$ cat config.mk
export PLATFORM = sky130hd
export DESIGN_NAME = alu_operand_arbiter_flat
export DESIGN_NICKNAME = d
export VERILOG_FILES = /design/src/rtl/alu_operand_arbiter_if.sv /design/src/rtl/alu_operand_arbiter.sv /design/src/flat_wrapper.sv
export SDC_FILE = /design/constraint.sdc
export NUM_CORES = 1
export LEC_CHECK = 0
export ABC_AREA = 1
export BUFFER_PORTS_ARGS = -buffer_cell sky130_fd_sc_hd__buf_2
export CORE_AREA = 2 2 282 284
export CTS_CLUSTER_SIZE = 10
export DETAILED_ROUTE_END_ITERATION = 12
export DIE_AREA = 0 0 284 286
export GPL_TIMING_DRIVEN = 0
export PLACE_DENSITY = 0.45
export SYNTH_ARGS = -nofsm -noshare
export SYNTH_HDL_FRONTEND = slang
export SYNTH_SLANG_ARGS = --single-unit
$ cat constraint.sdc
create_clock -name clk -period 4.32 [get_ports clk]
set_input_delay 0.432 -clock clk [delete_from_list [all_inputs] [get_ports clk]]
set_output_delay 0.432 -clock clk [all_outputs]
set_load 0.05 [all_outputs]
$ cat src/rtl/alu_operand_arbiter_if.sv
`default_nettype none
// ============================================================================
// Module      : alu_operand_arbiter_if
// Description : Bundle of every non-clock signal of alu_operand_arbiter:
//               two requester ports (valid/ready with op, A, reg, imm,
//               imm_sel), the registered ALU operand bus with its start
//               pulse and result return, and the response channel.
//               slave  - seen by the arbiter
//               master - seen by the requesters / ALU / response consumer
// Revision    : 1.0  initial release
// ============================================================================
interface alu_operand_arbiter_if #(
    parameter int DATA_W = 64,
    parameter int OP_W   = 4
);
    // requester 0 (instruction pipeline)
    logic              i_req0_valid;
    logic              o_req0_ready;
    logic [OP_W-1:0]   i_req0_op;
    logic [DATA_W-1:0] i_req0_a;
    logic [DATA_W-1:0] i_req0_reg;
    logic [DATA_W-1:0] i_req0_imm;
    logic              i_req0_imm_sel;
    // requester 1 (feedback/timing unit)
    logic              i_req1_valid;
    logic              o_req1_ready;
    logic [OP_W-1:0]   i_req1_op;
    logic [DATA_W-1:0] i_req1_a;
    logic [DATA_W-1:0] i_req1_reg;
    logic [DATA_W-1:0] i_req1_imm;
    logic              i_req1_imm_sel;
    // ALU side
    logic [OP_W-1:0]   o_alu_op;
    logic [DATA_W-1:0] o_alu_a;
    logic [DATA_W-1:0] o_alu_reg;
    logic [DATA_W-1:0] o_alu_imm;
    logic              o_alu_imm_sel;
    logic              o_alu_start;
    logic [DATA_W-1:0] i_alu_result;
    // response channel
    logic              o_rsp_valid;
    logic              o_rsp_id;
    logic [DATA_W-1:0] o_rsp_data;
    logic              i_rsp_ready;

    modport slave (
        input  i_req0_valid, i_req0_op, i_req0_a, i_req0_reg, i_req0_imm, i_req0_imm_sel,
        input  i_req1_valid, i_req1_op, i_req1_a, i_req1_reg, i_req1_imm, i_req1_imm_sel,
        input  i_alu_result, i_rsp_ready,
        output o_req0_ready, o_req1_ready,
        output o_alu_op, o_alu_a, o_alu_reg, o_alu_imm, o_alu_imm_sel, o_alu_start,
        output o_rsp_valid, o_rsp_id, o_rsp_data
    );

    modport master (
        output i_req0_valid, i_req0_op, i_req0_a, i_req0_reg, i_req0_imm, i_req0_imm_sel,
        output i_req1_valid, i_req1_op, i_req1_a, i_req1_reg, i_req1_imm, i_req1_imm_sel,
        output i_alu_result, i_rsp_ready,
        input  o_req0_ready, o_req1_ready,
        input  o_alu_op, o_alu_a, o_alu_reg, o_alu_imm, o_alu_imm_sel, o_alu_start,
        input  o_rsp_valid, o_rsp_id, o_rsp_data
    );
endinterface
`default_nettype wire

$ cat src/rtl/alu_operand_arbiter.sv
`default_nettype none
// ============================================================================
// Module      : alu_operand_arbiter
// Description : Shares one ALU (and its operand-B imm/reg mux) between the
//               instruction pipeline (port 0) and the feedback/timing unit
//               (port 1). One operation at a time: accept, drive the latched
//               operands for ALU_LAT cycles, capture the result, then hold
//               it on the response channel until the consumer takes it.
// Ports       : clk  - rising-edge clock
//               rst  - synchronous, active-high reset
//               bus  - alu_operand_arbiter_if.slave (requesters, ALU operand
//                      bus / result, response channel)
// Parameters  : DATA_W  operand/result width
//               OP_W    opcode width
//               ALU_LAT issue-to-result latency, legal 1..15
// Config      : `define ALU_ARB_FIXED_PRIO_EN -> port 0 always wins a tie
//               (no last-grant pointer). Default is round-robin.
// Revision    : 1.0  initial release
// ============================================================================
module alu_operand_arbiter #(
    parameter int DATA_W  = 64,
    parameter int OP_W    = 4,
    parameter int ALU_LAT = 2
) (
    input  wire logic             clk,
    input  wire logic             rst,
    alu_operand_arbiter_if.slave  bus
);

    typedef enum logic [1:0] {
        IDLE = 2'd0,
        EXEC = 2'd1,
        RESP = 2'd2
    } state_t;

    localparam logic [3:0] LAT_INIT = 4'(ALU_LAT);

    state_t            state;
    state_t            state_next;
    logic [3:0]        cnt;
    logic              grant0;
    logic              grant1;
    logic              accept;
    logic              winner;

    logic [OP_W-1:0]   alu_op;
    logic [DATA_W-1:0] alu_a;
    logic [DATA_W-1:0] alu_reg;
    logic [DATA_W-1:0] alu_imm;
    logic              alu_imm_sel;
    logic              alu_start;
    logic              rsp_id;
    logic [DATA_W-1:0] rsp_data;

    // ------------------------------------------------------------------
    // Grant selection
    // ------------------------------------------------------------------
`ifdef ALU_ARB_FIXED_PRIO_EN
    assign grant0 = bus.i_req0_valid;
    assign grant1 = bus.i_req1_valid & ~bus.i_req0_valid;
`else
    // last_grant holds the index of the most recent winner; on a tie the
    // other port goes next. Reset to 1 so port 0 takes the first tie.
    logic last_grant;

    assign grant0 = bus.i_req0_valid & (~bus.i_req1_valid |  last_grant);
    assign grant1 = bus.i_req1_valid & (~bus.i_req0_valid | ~last_grant);

    always_ff @(posedge clk) begin
        if (rst) begin
            last_grant <= 1'b1;
        end else if (accept) begin
            last_grant <= winner;
        end
    end
`endif

    // Readies are masked by rst so nothing can be accepted on a reset edge.
    assign bus.o_req0_ready = ~rst & (state == IDLE) & grant0;
    assign bus.o_req1_ready = ~rst & (state == IDLE) & grant1;
    assign accept           = bus.o_req0_ready | bus.o_req1_ready;
    assign winner           = bus.o_req1_ready;

    // ------------------------------------------------------------------
    // FSM
    // ------------------------------------------------------------------
    always_ff @(posedge clk) begin
        if (rst) begin
            state <= IDLE;
        end else begin
            state <= state_next;
        end
    end

    always_comb begin
        state_next = state;
        case (state)
            IDLE:    if (accept)          state_next = EXEC;
            EXEC:    if (cnt == 4'd1)     state_next = RESP;
            RESP:    if (bus.i_rsp_ready) state_next = IDLE;
            default:                      state_next = IDLE;
        endcase
    end

    // ------------------------------------------------------------------
    // Operand latch, latency counter, result capture
    // ------------------------------------------------------------------
    always_ff @(posedge clk) begin
        if (rst) begin
            alu_op      <= '0;
            alu_a       <= '0;
            alu_reg     <= '0;
            alu_imm     <= '0;
            alu_imm_sel <= 1'b0;
            alu_start   <= 1'b0;
            rsp_id      <= 1'b0;
            rsp_data    <= '0;
            cnt         <= 4'd0;
        end else begin
            alu_start <= accept;
            if (accept) begin
                // operands stay put until the next accept, even after the
                // result has been returned
                alu_op      <= winner ? bus.i_req1_op      : bus.i_req0_op;
                alu_a       <= winner ? bus.i_req1_a       : bus.i_req0_a;
                alu_reg     <= winner ? bus.i_req1_reg     : bus.i_req0_reg;
                alu_imm     <= winner ? bus.i_req1_imm     : bus.i_req0_imm;
                alu_imm_sel <= winner ? bus.i_req1_imm_sel : bus.i_req0_imm_sel;
                rsp_id      <= winner;
                cnt         <= LAT_INIT;
            end
            if (state == EXEC) begin
                cnt <= cnt - 4'd1;
                // the ALU result is valid on the edge the counter leaves 1
                if (cnt == 4'd1) begin
                    rsp_data <= bus.i_alu_result;
                end
            end
        end
    end

    assign bus.o_alu_op      = alu_op;
    assign bus.o_alu_a       = alu_a;
    assign bus.o_alu_reg     = alu_reg;
    assign bus.o_alu_imm     = alu_imm;
    assign bus.o_alu_imm_sel = alu_imm_sel;
    assign bus.o_alu_start   = alu_start;
    assign bus.o_rsp_valid   = (state == RESP);
    assign bus.o_rsp_id      = rsp_id;
    assign bus.o_rsp_data    = rsp_data;

endmodule
`default_nettype wire

$ cat src/flat_wrapper.sv
// flat-port wrapper written by rule: the top's interface ports become plain ports
module alu_operand_arbiter_flat 
#(
    parameter int DATA_W  = 64,
    parameter int OP_W    = 4,
    parameter int ALU_LAT = 2
)
  (clk, rst, bus_i_req0_valid, bus_i_req0_op, bus_i_req0_a, bus_i_req0_reg, bus_i_req0_imm, bus_i_req0_imm_sel, bus_i_req1_valid, bus_i_req1_op, bus_i_req1_a, bus_i_req1_reg, bus_i_req1_imm, bus_i_req1_imm_sel, bus_i_alu_result, bus_i_rsp_ready, bus_o_req0_ready, bus_o_req1_ready, bus_o_alu_op, bus_o_alu_a, bus_o_alu_reg, bus_o_alu_imm, bus_o_alu_imm_sel, bus_o_alu_start, bus_o_rsp_valid, bus_o_rsp_id, bus_o_rsp_data);
  alu_operand_arbiter_if #(.DATA_W(DATA_W), .OP_W(OP_W)) bus_i ();
  input  wire logic clk;
  input  wire logic rst;
  input wire logic [$bits(bus_i.i_req0_valid)-1:0] bus_i_req0_valid;
  input wire logic [$bits(bus_i.i_req0_op)-1:0] bus_i_req0_op;
  input wire logic [$bits(bus_i.i_req0_a)-1:0] bus_i_req0_a;
  input wire logic [$bits(bus_i.i_req0_reg)-1:0] bus_i_req0_reg;
  input wire logic [$bits(bus_i.i_req0_imm)-1:0] bus_i_req0_imm;
  input wire logic [$bits(bus_i.i_req0_imm_sel)-1:0] bus_i_req0_imm_sel;
  input wire logic [$bits(bus_i.i_req1_valid)-1:0] bus_i_req1_valid;
  input wire logic [$bits(bus_i.i_req1_op)-1:0] bus_i_req1_op;
  input wire logic [$bits(bus_i.i_req1_a)-1:0] bus_i_req1_a;
  input wire logic [$bits(bus_i.i_req1_reg)-1:0] bus_i_req1_reg;
  input wire logic [$bits(bus_i.i_req1_imm)-1:0] bus_i_req1_imm;
  input wire logic [$bits(bus_i.i_req1_imm_sel)-1:0] bus_i_req1_imm_sel;
  input wire logic [$bits(bus_i.i_alu_result)-1:0] bus_i_alu_result;
  input wire logic [$bits(bus_i.i_rsp_ready)-1:0] bus_i_rsp_ready;
  output wire logic [$bits(bus_i.o_req0_ready)-1:0] bus_o_req0_ready;
  output wire logic [$bits(bus_i.o_req1_ready)-1:0] bus_o_req1_ready;
  output wire logic [$bits(bus_i.o_alu_op)-1:0] bus_o_alu_op;
  output wire logic [$bits(bus_i.o_alu_a)-1:0] bus_o_alu_a;
  output wire logic [$bits(bus_i.o_alu_reg)-1:0] bus_o_alu_reg;
  output wire logic [$bits(bus_i.o_alu_imm)-1:0] bus_o_alu_imm;
  output wire logic [$bits(bus_i.o_alu_imm_sel)-1:0] bus_o_alu_imm_sel;
  output wire logic [$bits(bus_i.o_alu_start)-1:0] bus_o_alu_start;
  output wire logic [$bits(bus_i.o_rsp_valid)-1:0] bus_o_rsp_valid;
  output wire logic [$bits(bus_i.o_rsp_id)-1:0] bus_o_rsp_id;
  output wire logic [$bits(bus_i.o_rsp_data)-1:0] bus_o_rsp_data;
  assign bus_i.i_req0_valid = bus_i_req0_valid;
  assign bus_i.i_req0_op = bus_i_req0_op;
  assign bus_i.i_req0_a = bus_i_req0_a;
  assign bus_i.i_req0_reg = bus_i_req0_reg;
  assign bus_i.i_req0_imm = bus_i_req0_imm;
  assign bus_i.i_req0_imm_sel = bus_i_req0_imm_sel;
  assign bus_i.i_req1_valid = bus_i_req1_valid;
  assign bus_i.i_req1_op = bus_i_req1_op;
  assign bus_i.i_req1_a = bus_i_req1_a;
  assign bus_i.i_req1_reg = bus_i_req1_reg;
  assign bus_i.i_req1_imm = bus_i_req1_imm;
  assign bus_i.i_req1_imm_sel = bus_i_req1_imm_sel;
  assign bus_i.i_alu_result = bus_i_alu_result;
  assign bus_i.i_rsp_ready = bus_i_rsp_ready;
  assign bus_o_req0_ready = bus_i.o_req0_ready;
  assign bus_o_req1_ready = bus_i.o_req1_ready;
  assign bus_o_alu_op = bus_i.o_alu_op;
  assign bus_o_alu_a = bus_i.o_alu_a;
  assign bus_o_alu_reg = bus_i.o_alu_reg;
  assign bus_o_alu_imm = bus_i.o_alu_imm;
  assign bus_o_alu_imm_sel = bus_i.o_alu_imm_sel;
  assign bus_o_alu_start = bus_i.o_alu_start;
  assign bus_o_rsp_valid = bus_i.o_rsp_valid;
  assign bus_o_rsp_id = bus_i.o_rsp_id;
  assign bus_o_rsp_data = bus_i.o_rsp_data;
  alu_operand_arbiter #(.DATA_W(DATA_W), .OP_W(OP_W), .ALU_LAT(ALU_LAT)) u_core (.clk(clk), .rst(rst), .bus(bus_i));
endmodule
; Word level (Yosys, flattened, before mapping)
; Index checks and enable logic that the tools add are counted.
[totals]
regBits = 270
output_inout_bits = 266
wordCells = 45
[op_classes]
n_eq_ne = 6
muxes = 11
add_sub_neg = 1
bitwise_logic = 12
reduce_logical = 4
[op_table]
columns = op, n
row1 = two-way mux 64 bit, 3
row2 = two-way mux 4 bit, 3
row3 = two-way mux 2 bit, 3
row4 = case mux 2 bit (3 select lines), 1
row5 = AND 1 bit, 5
row6 = "== test 4 x 1 -> 1 bit, second input constant", 1
row7 = "inequality test 2 x 1 -> 1 bit, second input constant", 2
row8 = inverter 1 bit, 4
row9 = "subtractor 4 x 1 -> 4 bit, second input constant", 1
row10 = OR 1 bit, 3
row11 = AND reduction 3 bit, 1
row12 = "== test 2 x 1 -> 1 bit, second input constant", 1
row13 = "== test 2 bit, second input constant", 1
row14 = logical NOT 2 bit, 1
row15 = "inequality test 2 bit, second input constant", 1
row16 = AND reduction 2 bit, 1
row17 = nonzero test 2 bit, 1
row18 = two-way mux 1 bit, 1

; Depth between registers and ports, before layout
; Gate-level depths: netlist (run 1).
[depth]
depth_word = 7
ltp_mapped = 9
mapped_depth_nobuf = 7

; Worst setup path before layout (run 1)
; OpenSTA, ideal clock, no wires.
[synth_timing]
path_kind = input port to flip-flop
from = input rst
to = register u_core.alu_a[10] (netlist: u_core.bus.o_alu_a[10])
n_path_buf = 3
setup_slack_ns = 2.397
stages = 9
t_arrival_ns = 1.791
cell_sequence = inv_2 nand2_2 buf_6 nor2_2 nor2_1 buf_4 buf_2 nand2_1 a21oi_1
[synth_via]
elab_chain_len = 4
elab_cells_between_ends = 6
cone_classes = mux: 1 / bitwise: 5
[synth_lines]
columns = element, line
row1 = from (decl), flat_wrapper.sv:11  ; input wire logic rst;
row2 = inverter 1 bit, alu_operand_arbiter.sv:79  ; assign bus.o_req0_ready = ~rst & (state == IDLE) & grant0;
row3 = AND 1 bit (2 in a row), alu_operand_arbiter.sv:79
row4 = named net bus_o_req0_ready, flat_wrapper.sv:26  ; output wire logic [$bits(bus_i.o_req0_ready)-1:0] bus_o_req0_ready;
row5 = OR 1 bit, alu_operand_arbiter.sv:81  ; assign accept = bus.o_req0_ready | bus.o_req1_ready;
row6 = to (signal assigned), alu_operand_arbiter.sv:125  ; alu_a <= winner ? bus.i_req1_a : bus.i_req0_a;
row7 = to (decl), alu_operand_arbiter.sv:47  ; logic [DATA_W-1:0] alu_a;
; The timed path passes the listed nets, and every way through them passes these cells.
; A chain may end at the register's enable or synchronous reset.

; Final worst setup path (run 1)
[layout_timing]
from = register u_core.last_grant
to = output bus_o_req1_ready
[layout_via]
elab_chain_len = 4
[layout_lines]
columns = element, line
row1 = from (decl), alu_operand_arbiter.sv:64  ; logic last_grant;
row2 = from (signal assigned), alu_operand_arbiter.sv:73  ; last_grant <= winner;
row3 = inverter 1 bit, alu_operand_arbiter.sv:67  ; assign grant1 = bus.i_req1_valid & (~bus.i_req0_valid | ~last_grant);
row4 = OR 1 bit, alu_operand_arbiter.sv:67
row5 = AND 1 bit, alu_operand_arbiter.sv:67
row6 = AND 1 bit, alu_operand_arbiter.sv:80  ; assign bus.o_req1_ready = ~rst & (state == IDLE) & grant1;
row7 = to (decl), flat_wrapper.sv:27  ; output wire logic [$bits(bus_i.o_req1_ready)-1:0] bus_o_req1_ready;
; No other way between the ends.

==> impl_metrics.yaml, run 1 <==
pwr:
  p_seq_share_pct: 36.2
  ir_drop_mv: 0.222
  powerDensity_nw_per_um2: 398
  power.leakage_uw: 0.00901
  power.switching_uw: 2620
  combPwrFrac_pct: 24.6
  p_sw_share_pct: 34.8
  clockPowerShare_pct: 39.2
  power.internal_uw: 4910
timing:
  fmax_ghz: 0.314
  hold_viol: 0
  min_period_ns: 3.18
  drv_slew: 0
  grt_setup_unrepaired: "no"
  setup_viol: 0
  fin_skew_ns: 0.0155
  period_share_pct: 73.6
  slew_headroom_pct: 4.07
  worstMarginPinSlew_ns: 1.44
  tns_ns: 0
placed_design:
  dp_hpwl_mm: 53.7
  gp_congestion: 0.865
  port_buffers: 728
  place_area_sq_um: 17800
clock_network:
  numCtsBuffers: 36
  clkLatencyLatePin_ns: 0.55
  htreeDepth: 2
  holdBufCountCts: 0
  cts_setup_buffers: 0
  cts_tree: "yes"
  cts.sink_count: 270
  cts_buffer_depth: 3
  path_clk_slew_ns: 0.06
  ctsResizeCount: 0
  root_buffer: "clkbuf_16"
yosys:
  syn_area_per_cell_sq_um: 6.94
  synth-seq-area-share_pct: 42.2
  synth-edff-count: 0
  yosys_register_bits: 270
  synth_fp_nets: 2309
  async_reset_ff_share_pct: 0
  netlist_area_sq_um: 12800
  syn_inst: 1844
  synth_ff_type: "dfxtp_1"
  yosysWarningCount: 0
  synth_cell_types: 23
cells_and_area:
  final_cell_mix: "buf_2, nand2_1, dfxtp_1, inv_1, a21oi_1"
  fin_nets: 3075
  drive_gt1_share_pct: 32.5
  area_delta_synth_final_pct: 47.8
  final_common_cell: "buf_2"
  postLayoutCellArea_sq_um: 18900
die:
  io-pin-count: 729
  rows: 103
  die_h_microns: 286
  core_sq_um: 78400
  fp.dieW_microns: 284
  dieArea_sq_um: 81200
  start_util_pct: 16.3
setup_path:
  crit_path_max_incr_delay_ns: 0.64
  arrival_ns: 2.75
  worstSetupStartpointType: "register"
  path_class: "reg2out"
  crit_chain: "nand2_1 > nand2_2 > nor2_4 > clkbuf_1 > buf_2"
  crit_slowest_cell: "nor2_4"
  cp-end-kind: "output pin"
  crit_fanout: 11
  required_ns: 3.89
min_path:
  hp-class: "in2reg"
status:
  status: "finished clean"
grt:
  grt_pass1_wl_mm: 95.7
  gr-total-overflow: 0
  grt_use_total_pct: 15.8
  antenna_found_initial: 16
  first_global_vias: 14700
  grt_max_degree: 11
drt:
  detail-route-antenna-nets: 0
  vias_per_cell: 4.06
  drc: 0
  drt_iter0_drc: 615
  wirelength_mm: 67.4
  vias: 15000
  drt_pass1_iterations: 5
  wl_per_cell_microns: 18.3
run:
  maxCapViolations: 0
per-layer routing:
metal | track usage (%) | wire length (microns)
met1 | 17.5 | 26300
met2 | 27.5 | 32700
met3 | 5.73 | 6010
met4 | 5.87 | 2310
met5 | 0 | 64
cell families (layout without fill, tap and decap cells):
family / Yosys count / count (layout) / synth area share (%)
and+or+nand+nor: 742 / 742 / 23.9
AOI/OAI and AO/OA: 472 / 472 / 22.4
buffers and inverters: 358 / 1146 / 11.3
DFF: 270 / 270 / 42.2
adders and majority gates: 2 / 2 / 0.196
other: 0 / 9 / 0
stage by stage:
stage	hold slack [ns]	utilization [%]	std cells	total power [uW]	setup slack (ns)
5_1_grt	0.0879	24.1	3686	7910	0.975
3_3_place_gp	0.450	22.7	3622	4660	1.03
3_5_place_dp	0.452	22.7	3622	4660	0.991
2_1_floorplan	0.454	-	1844	3930	2.40
4_1_cts	0.0736	24.1	3682	7680	1.01
6_report	0.120	24.1	3691	7530	1.14
cell usage after synthesis, types with 5 or more instances:
master	count	area, sq um
a21oi_1	203	1020
buf_1	5	18.8
buf_2	58	290
buf_4	5	37.5
clkbuf_1	81	304
dfxtp_1	270	5410
inv_1	204	766
nand2_1	403	1510
nand3_1	200	1000
nor2_1	132	495
o21ai_0	56	280
o21ai_1	13	65.1
o21bai_1	197	1480
final timing paths:
check	start	end	slack [ns]	cells past startpoint
worst max-delay path	u_core.last_grant$_SDFFE_PP1P_	bus_o_req1_ready	1.14	5
worst min register to register	u_core.bus.o_alu_reg[46]$_SDFFE_PP0P_	u_core.bus.o_alu_reg[46]$_SDFFE_PP0P_	0.46	2
worst max register to register	u_core.last_grant$_SDFFE_PP1P_	u_core.bus.o_alu_imm[32]$_SDFFE_PP0P_	1.36	7
worst min-delay path	bus_i_alu_result[3]	u_core.bus.o_rsp_data[3]$_SDFFE_PP0P_	0.12	3
power groups by stage:
stage          registers, uW  logic (uW)  clock network, uW
2_1_floorplan           3300         630                  0
3_3_place_gp            2780        1880                  0
3_5_place_dp            2780        1880                  0
4_1_cts                 2730        1880               3060
5_1_grt                 2740        2000               3160
6_report                2730        1850               2950
final cells by class:
cell class / instances / area [sq um]
tap: 1050 / 1310
multi-input combinational: 1216 / 5950
clock inverter: 8 / 95.1
fill: 9152 / 59400
clock buffer: 52 / 1040
antenna: 9 / 22.5
buffer: 150 / 663
sequential: 270 / 5410
inverter: 208 / 781
timing repair buffer: 728 / 3640
worst max-delay path: cells and delay by family, from the launching register on:
family	cells	cell delay (ns)
buffers and inverters	2	0.75
AND/OR/NAND/NOR	3	1.13
flip-flops	1	0.31
Power figures use the tool's default switching activity.
==> run 2: changes to the inputs <==
Settings changed: ABC_AREA 1 to 0, CORE_AREA 2 2 282 284 to 2 2 285 287, DIE_AREA 0 0 284 286 to 0 0 287 289, PLACE_DENSITY 0.45 to 0.46.
Clock period 4.32 ns to 2.6 ns, I/O delays scaled along.
==> run 2 against run 1 <==
Against the previous run:
- critical path type is now reg2reg
- sequential share of layout area is 5.2 points lower
- final area increased by 22%
- register-to-register slack worse by 1.2 ns
- critical path depth up 3
- non-clock buffer count up 419
- sequential power up 70%
- largest cell class is now buffers
- die area is 2.1% higher
- worst hold slack lost 0.087 ns
- first-iteration DRC count is 15% higher
- via count increased by 8.5%
==> impl_metrics.yaml, run 2 <==
setup_path:
  r2r_cells: 8
  r2r_slack_ns: 0.17
  worstSetupStartpointType: "register"
  path_class: "reg2reg"
  required_ns: 3.08
  cp-end-kind: "register"
  arrival_ns: 2.91
  crit_fanout: 19
cells_and_area:
  drive_gt1_share_pct: 40.9
  postLayoutCellArea_sq_um: 23100
  area_delta_synth_final_pct: 76.9
  fin_cells: 3713
  final_common_cell: "buf_2"
  fin_nets: 3091
  final_cell_mix: "buf_2, dlygate4sd3_1, nand2_1, dfxtp_1, a21oi_1"
pwr:
  p_sw_share_pct: 36.2
  ir_drop_mv: 0.367
  power.leakage_uw: 0.0100
  p_seq_share_pct: 34.0
  finalPower_uw: 13700
  power.internal_uw: 8710
  combPwrFrac_pct: 31.5
  power.switching_uw: 4950
  powerDensity_nw_per_um2: 591
  clockPowerShare_pct: 34.5
die:
  dieArea_sq_um: 82900
  start_util_pct: 16.4
  io-pin-count: 729
  fp.dieW_microns: 287
  core_sq_um: 79900
  die_h_microns: 289
  rows: 104
timing:
  setup_slack_ns: 0.174
  min_period_ns: 2.43
  slew_headroom_pct: 12.2
  tns_ns: 0
  fin_skew_ns: 0.00909
  setup_viol: 0
  grt_setup_unrepaired: "no"
  hold_viol: 0
  fmax_ghz: 0.412
  drv_slew: 0
  worstMarginPinSlew_ns: 1.32
  period_share_pct: 93.3
grt:
  first_global_vias: 16600
  gr-total-overflow: 0
  grt_pass1_wl_mm: 103
  grt_max_degree: 20
  antenna_found_initial: 7
  grt_use_total_pct: 16.1
placed_design:
  port_buffers: 727
  dp.cells: 3249
  dp_hpwl_mm: 53.2
  gp_congestion: 0.836
  place_area_sq_um: 18000
  pre_cts_ws_ns: 0.150
yosys:
  synth_fp_nets: 1927
  synth-seq-area-share_pct: 41.3
  syn_area_per_cell_sq_um: 8.94
  synth_ff_type: "dfxtp_1"
  yosysMostFrequentCell: "nand2_1"
  synth_cell_types: 41
  synth_area_leaders: "dfxtp_1, a311oi_2, nand2_1"
  synth_top_area_share_pct: 41.3
  synth_top_cells_by_count: "nand2_1, dfxtp_1, a21oi_1, a311oi_2"
  async_reset_ff_share_pct: 0
  yosysWarningCount: 0
  syn_inst: 1462
  synth-edff-count: 0
  synth_top_cell_by_area: "dfxtp_1"
  yosys_register_bits: 270
  netlist_area_sq_um: 13100
clock_network:
  root_buffer: "clkbuf_16"
  clkLatencyLatePin_ns: 0.54
  cts_buffer_depth: 3
  htreeDepth: 2
  cts.sink_count: 270
  cts_tree: "yes"
  numCtsBuffers: 35
  path_clk_slew_ns: 0.06
min_path:
  hp-class: "in2reg"
  hold-path-cell-count: 3
drt:
  vias: 16300
  drt_iter0_drc: 709
  wl_per_cell_microns: 19.2
  drt_pass1_iterations: 5
  detail-route-antenna-nets: 0
  drc: 0
  vias_per_cell: 4.38
  wirelength_mm: 71.2
run:
  maxCapViolations: 0
status:
  status: "finished clean"
## run 2: changes by cell type in the layout (fill, tap and decap cells not counted), sizes merged, moves of 4 or more
cell / before / now
buf: 797 / 834
nand3: 200 / 65
a21oi: 204 / 261
nor3: 0 / 4
clkbuf: 133 / 114
a311oi: 0 / 197
nor2: 135 / 3
o21bai: 197 / 0
inv: 210 / 8
dlygate4sd3: 0 / 400
o21ai: 69 / 65
nand2: 406 / 398
## run 2: logic make-up after synthesis
kind of cell / synth area share [%]
flip-flops: 41.3
AND/OR/NAND/NOR: 15.0
XOR/XNOR: 0.134
adder cells (fa/ha/maj): 0.191
buffers and inverters: 7.70
AO/OA/AOI/OAI: 35.6
## run 2: stage by stage
| step | hold slack [ns] | utilization, % |
|---|---|---|
| 3_5_place_dp | 0.469 | 22.6 |
| 6_report | 0.0337 | 28.9 |
| 5_1_grt | 0.0102 | 28.9 |
| 2_1_floorplan | 0.408 | - |
| 4_1_cts | 0.000189 | 28.9 |
| 3_3_place_gp | 0.466 | 22.6 |
## run 2: power by group through the flow
| stage | Clock [uW] | Combinational, uW | Sequential (uW) |
|---|---|---|---|
| final | 4710 | 4310 | 4650 |
| after global placement | 0 | 3780 | 4730 |
| after floorplan | 0 | 1440 | 5790 |
| after global routing | 4990 | 4580 | 4680 |
| after detailed placement | 0 | 3780 | 4730 |
| after CTS | 4850 | 4310 | 4640 |
## run 2: area by class of cell
cell class | instances | area, sq um
clock inverters | 5 | 36.3
diodes | 8 | 20.0
well taps | 1060 | 1330
fillers | 8718 | 56800
multi-input cells | 1017 | 6660
flip-flops and latches | 270 | 5410
clock buffers | 51 | 1020
repair buffers | 1128 | 7650
inverters | 5 | 18.8
plain buffers | 169 | 993
## run 2: layer usage
layer  GRT usage (%)  wire [microns]
met1            19.8           29400
met2            27.4           34300
met3            3.28            4510
met4            6.54            2910
met5               0              13
## run 2: worst paths after layout
kind,startpoint,endpoint
setup reg to reg,u_core.state[0]$_SDFFE_PP0P_,u_core.bus.o_alu_imm[43]$_SDFFE_PP0P_
setup / recovery,u_core.state[0]$_SDFFE_PP0P_,u_core.bus.o_alu_imm[43]$_SDFFE_PP0P_
hold reg to reg,u_core.bus.o_rsp_data[22]$_SDFFE_PP0P_,u_core.bus.o_rsp_data[22]$_SDFFE_PP0P_
hold / removal,bus_i_req0_reg[19],u_core.bus.o_alu_reg[19]$_SDFFE_PP0P_
## run 2: repair_timing
item                       in CTS  in global routing
hold buffers                  400                  0
pin swaps                       1                  0
buffers inserted                1                  0
hold endpoints to repair      250                  0
gates resized for setup         2                  5
setup endpoints to repair       2                 17
## run 2: critical path: stages, from the launching register on
cell and delay (ns):
dfxtp_1 0.29, buf_2 0.18, nor3_4 0.26, buf_12 0.23, buf_6 0.20, buf_4 0.24
a21oi_1 0.10, a311oi_2 0.25, dlygate4sd3_1 0.60
==> run 3: changes to the inputs <==
Settings changed: ABC_AREA 0 to 1, CORE_AREA 2 2 285 287 to 2 2 282 284, DIE_AREA 0 0 287 289 to 0 0 284 286.
==> run 3 against run 2 <==
Against the previous run:
- clock power is 5.1% higher
- final cell count rose by 1.1%
- non-clock buffer count down 359
- critical endpoint is now u_core.bus.o_alu_imm[12]$_SDFFE_PP0P_
- register-to-register slack about the same
- clock skew increased by 0.012 ns
- sequential power is 2% lower
==> impl_metrics.yaml, run 3 (synthesized netlist as in run 1, its figures left out) <==
grt:
  grt_max_degree: 11
  first_global_vias: 15000
  grt_pass1_wl_mm: 98.1
  antenna_found_initial: 14
  grt_use_total_pct: 16.2
  gr-total-overflow: 0
clock_network:
  numCtsBuffers: 36
  root_buffer: "clkbuf_16"
  htreeDepth: 2
  cts_buffer_depth: 3
  cts.sink_count: 270
  clkLatencyLatePin_ns: 0.56
  path_clk_slew_ns: 0.06
  cts_tree: "yes"
die:
  dieArea_sq_um: 81200
  core_sq_um: 78400
  start_util_pct: 16.3
  fp.dieW_microns: 284
  rows: 103
  die_h_microns: 286
  io-pin-count: 729
setup_path:
  worstSetupStartpointType: "register"
  path_class: "reg2reg"
  required_ns: 3.00
  arrival_ns: 2.84
  cp-end-kind: "register"
  crit_fanout: 10
placed_design:
  dp.cells: 3622
  port_buffers: 728
  dp_hpwl_mm: 54.3
  pre_cts_ws_ns: -0.615
  gp_congestion: 0.901
pwr:
  power.leakage_uw: 0.00929
  finalPower_uw: 12700
  ir_drop_mv: 0.335
  powerDensity_nw_per_um2: 648
drt:
  drc: 0
  vias: 15200
  wl_per_cell_microns: 18.5
  detail-route-antenna-nets: 0
  drt_pass1_iterations: 5
  wirelength_mm: 69.5
  drt_iter0_drc: 625
  vias_per_cell: 4.06
timing:
  hold_viol: 0
  fmax_ghz: 0.410
  drv_slew: 0
  worstMarginPinSlew_ns: 1.26
  slew_headroom_pct: 15.8
  min_period_ns: 2.44
  period_share_pct: 93.8
  setup_viol: 0
  grt_setup_unrepaired: "no"
  fin_skew_ns: 0.0216
  setup_slack_ns: 0.160
cells_and_area:
  area_delta_synth_final_pct: 52.7
  final_cell_mix: "buf_2, nand2_1, dfxtp_1, inv_1, a21oi_1"
  fin_util_pct: 24.9
  fin_nets: 3135
  fin_cells: 3753
  final_common_cell: "buf_2"
  drive_gt1_share_pct: 32.0
min_path:
  hp-class: "in2reg"
status:
  status: "finished clean"
run:
  maxCapViolations: 0
[run 3: changes by cell type in the layout (fill, tap and decap cells not counted), moves of 9 or more]
cell and change:
a21oi_1 -58, a311oi_2 -197, buf_4 -9, buf_6 -23, clkbuf_1 +20, dlygate4sd3_1 -343
inv_1 +200, nand3_1 +135, nor2_1 +129, o21ai_0 +56, o21ai_1 -52, o21bai_1 +197
[run 3: per-stage QoR]
| step | instance area [sq um] | hold slack (ns) | setup TNS [ns] |
|---|---|---|---|
| floorplan | 12800 | 0.409 | 0 |
| global placement | 17800 | 0.449 | -25.78 |
| detailed placement | 17800 | 0.452 | -26.04 |
| CTS | 19500 | 0.00975 | 0 |
| global route | 19500 | 0.0113 | 0 |
| finish | 19500 | 0.0401 | 0 |
[run 3: worst paths after layout]
check / to / slack [ns] / cells past startpoint / start
min reg2reg: u_core.bus.o_alu_reg[44]$_SDFFE_PP0P_ / 0.46 / 2 / u_core.bus.o_alu_reg[44]$_SDFFE_PP0P_
max reg2reg: u_core.bus.o_alu_imm[12]$_SDFFE_PP0P_ / 0.16 / 8 / u_core.state[0]$_SDFFE_PP0P_
max: u_core.bus.o_alu_imm[12]$_SDFFE_PP0P_ / 0.16 / 8 / u_core.state[0]$_SDFFE_PP0P_
min: u_core.bus.o_rsp_data[15]$_SDFFE_PP0P_ / 0.04 / 3 / bus_i_alu_result[15]
[run 3: worst max-delay path, stage by stage, from the launching register on]
cell and delay, ns:
dfxtp_1 0.38, nor2_2 0.06, nand2_2 0.11, buf_6 0.23, buf_2 0.43, buf_1 0.60
o21bai_1 0.25, nand3_1 0.14, a21oi_1 0.07
[run 3: where the power goes]
part	total (uW)	leakage (uW)	switching [uW]	internal (uW)
registers	4540	0.00220	137	4400
clock network	4950	0.000566	2050	2890
logic	3170	0.00652	2230	932
[run 3: cell type report]
type                            instances  area (sq um)
Antenna cell                            7          17.5
Buffer                                150           676
Clock buffer                           59          1100
Clock inverter                          5          55.1
Fill cell                            9021         58800
Inverter                              208           781
Multi-Input combinational cell       1216          5950
Sequential cell                       270          5410
Tap cell                             1050          1310
Timing Repair Buffer                  788          4240
[run 3: what timing repair did]
action | in CTS | in global routing
endpoints found under the hold margin | 57 | 0
setup buffers | 3 | 0
hold buffers | 57 | 0
resized for setup | 8 | 0
setup endpoints to repair | 101 | 0
[run 3: per-layer routing]
layer	vias to the layer above	track usage, %	part of all wire (%)
met5	-	0	0.15
met3	125	4.72	7.3
met1	6928	18.5	41
met4	14	5.80	3.4
met2	558	28.5	49
li1	7595	-	-
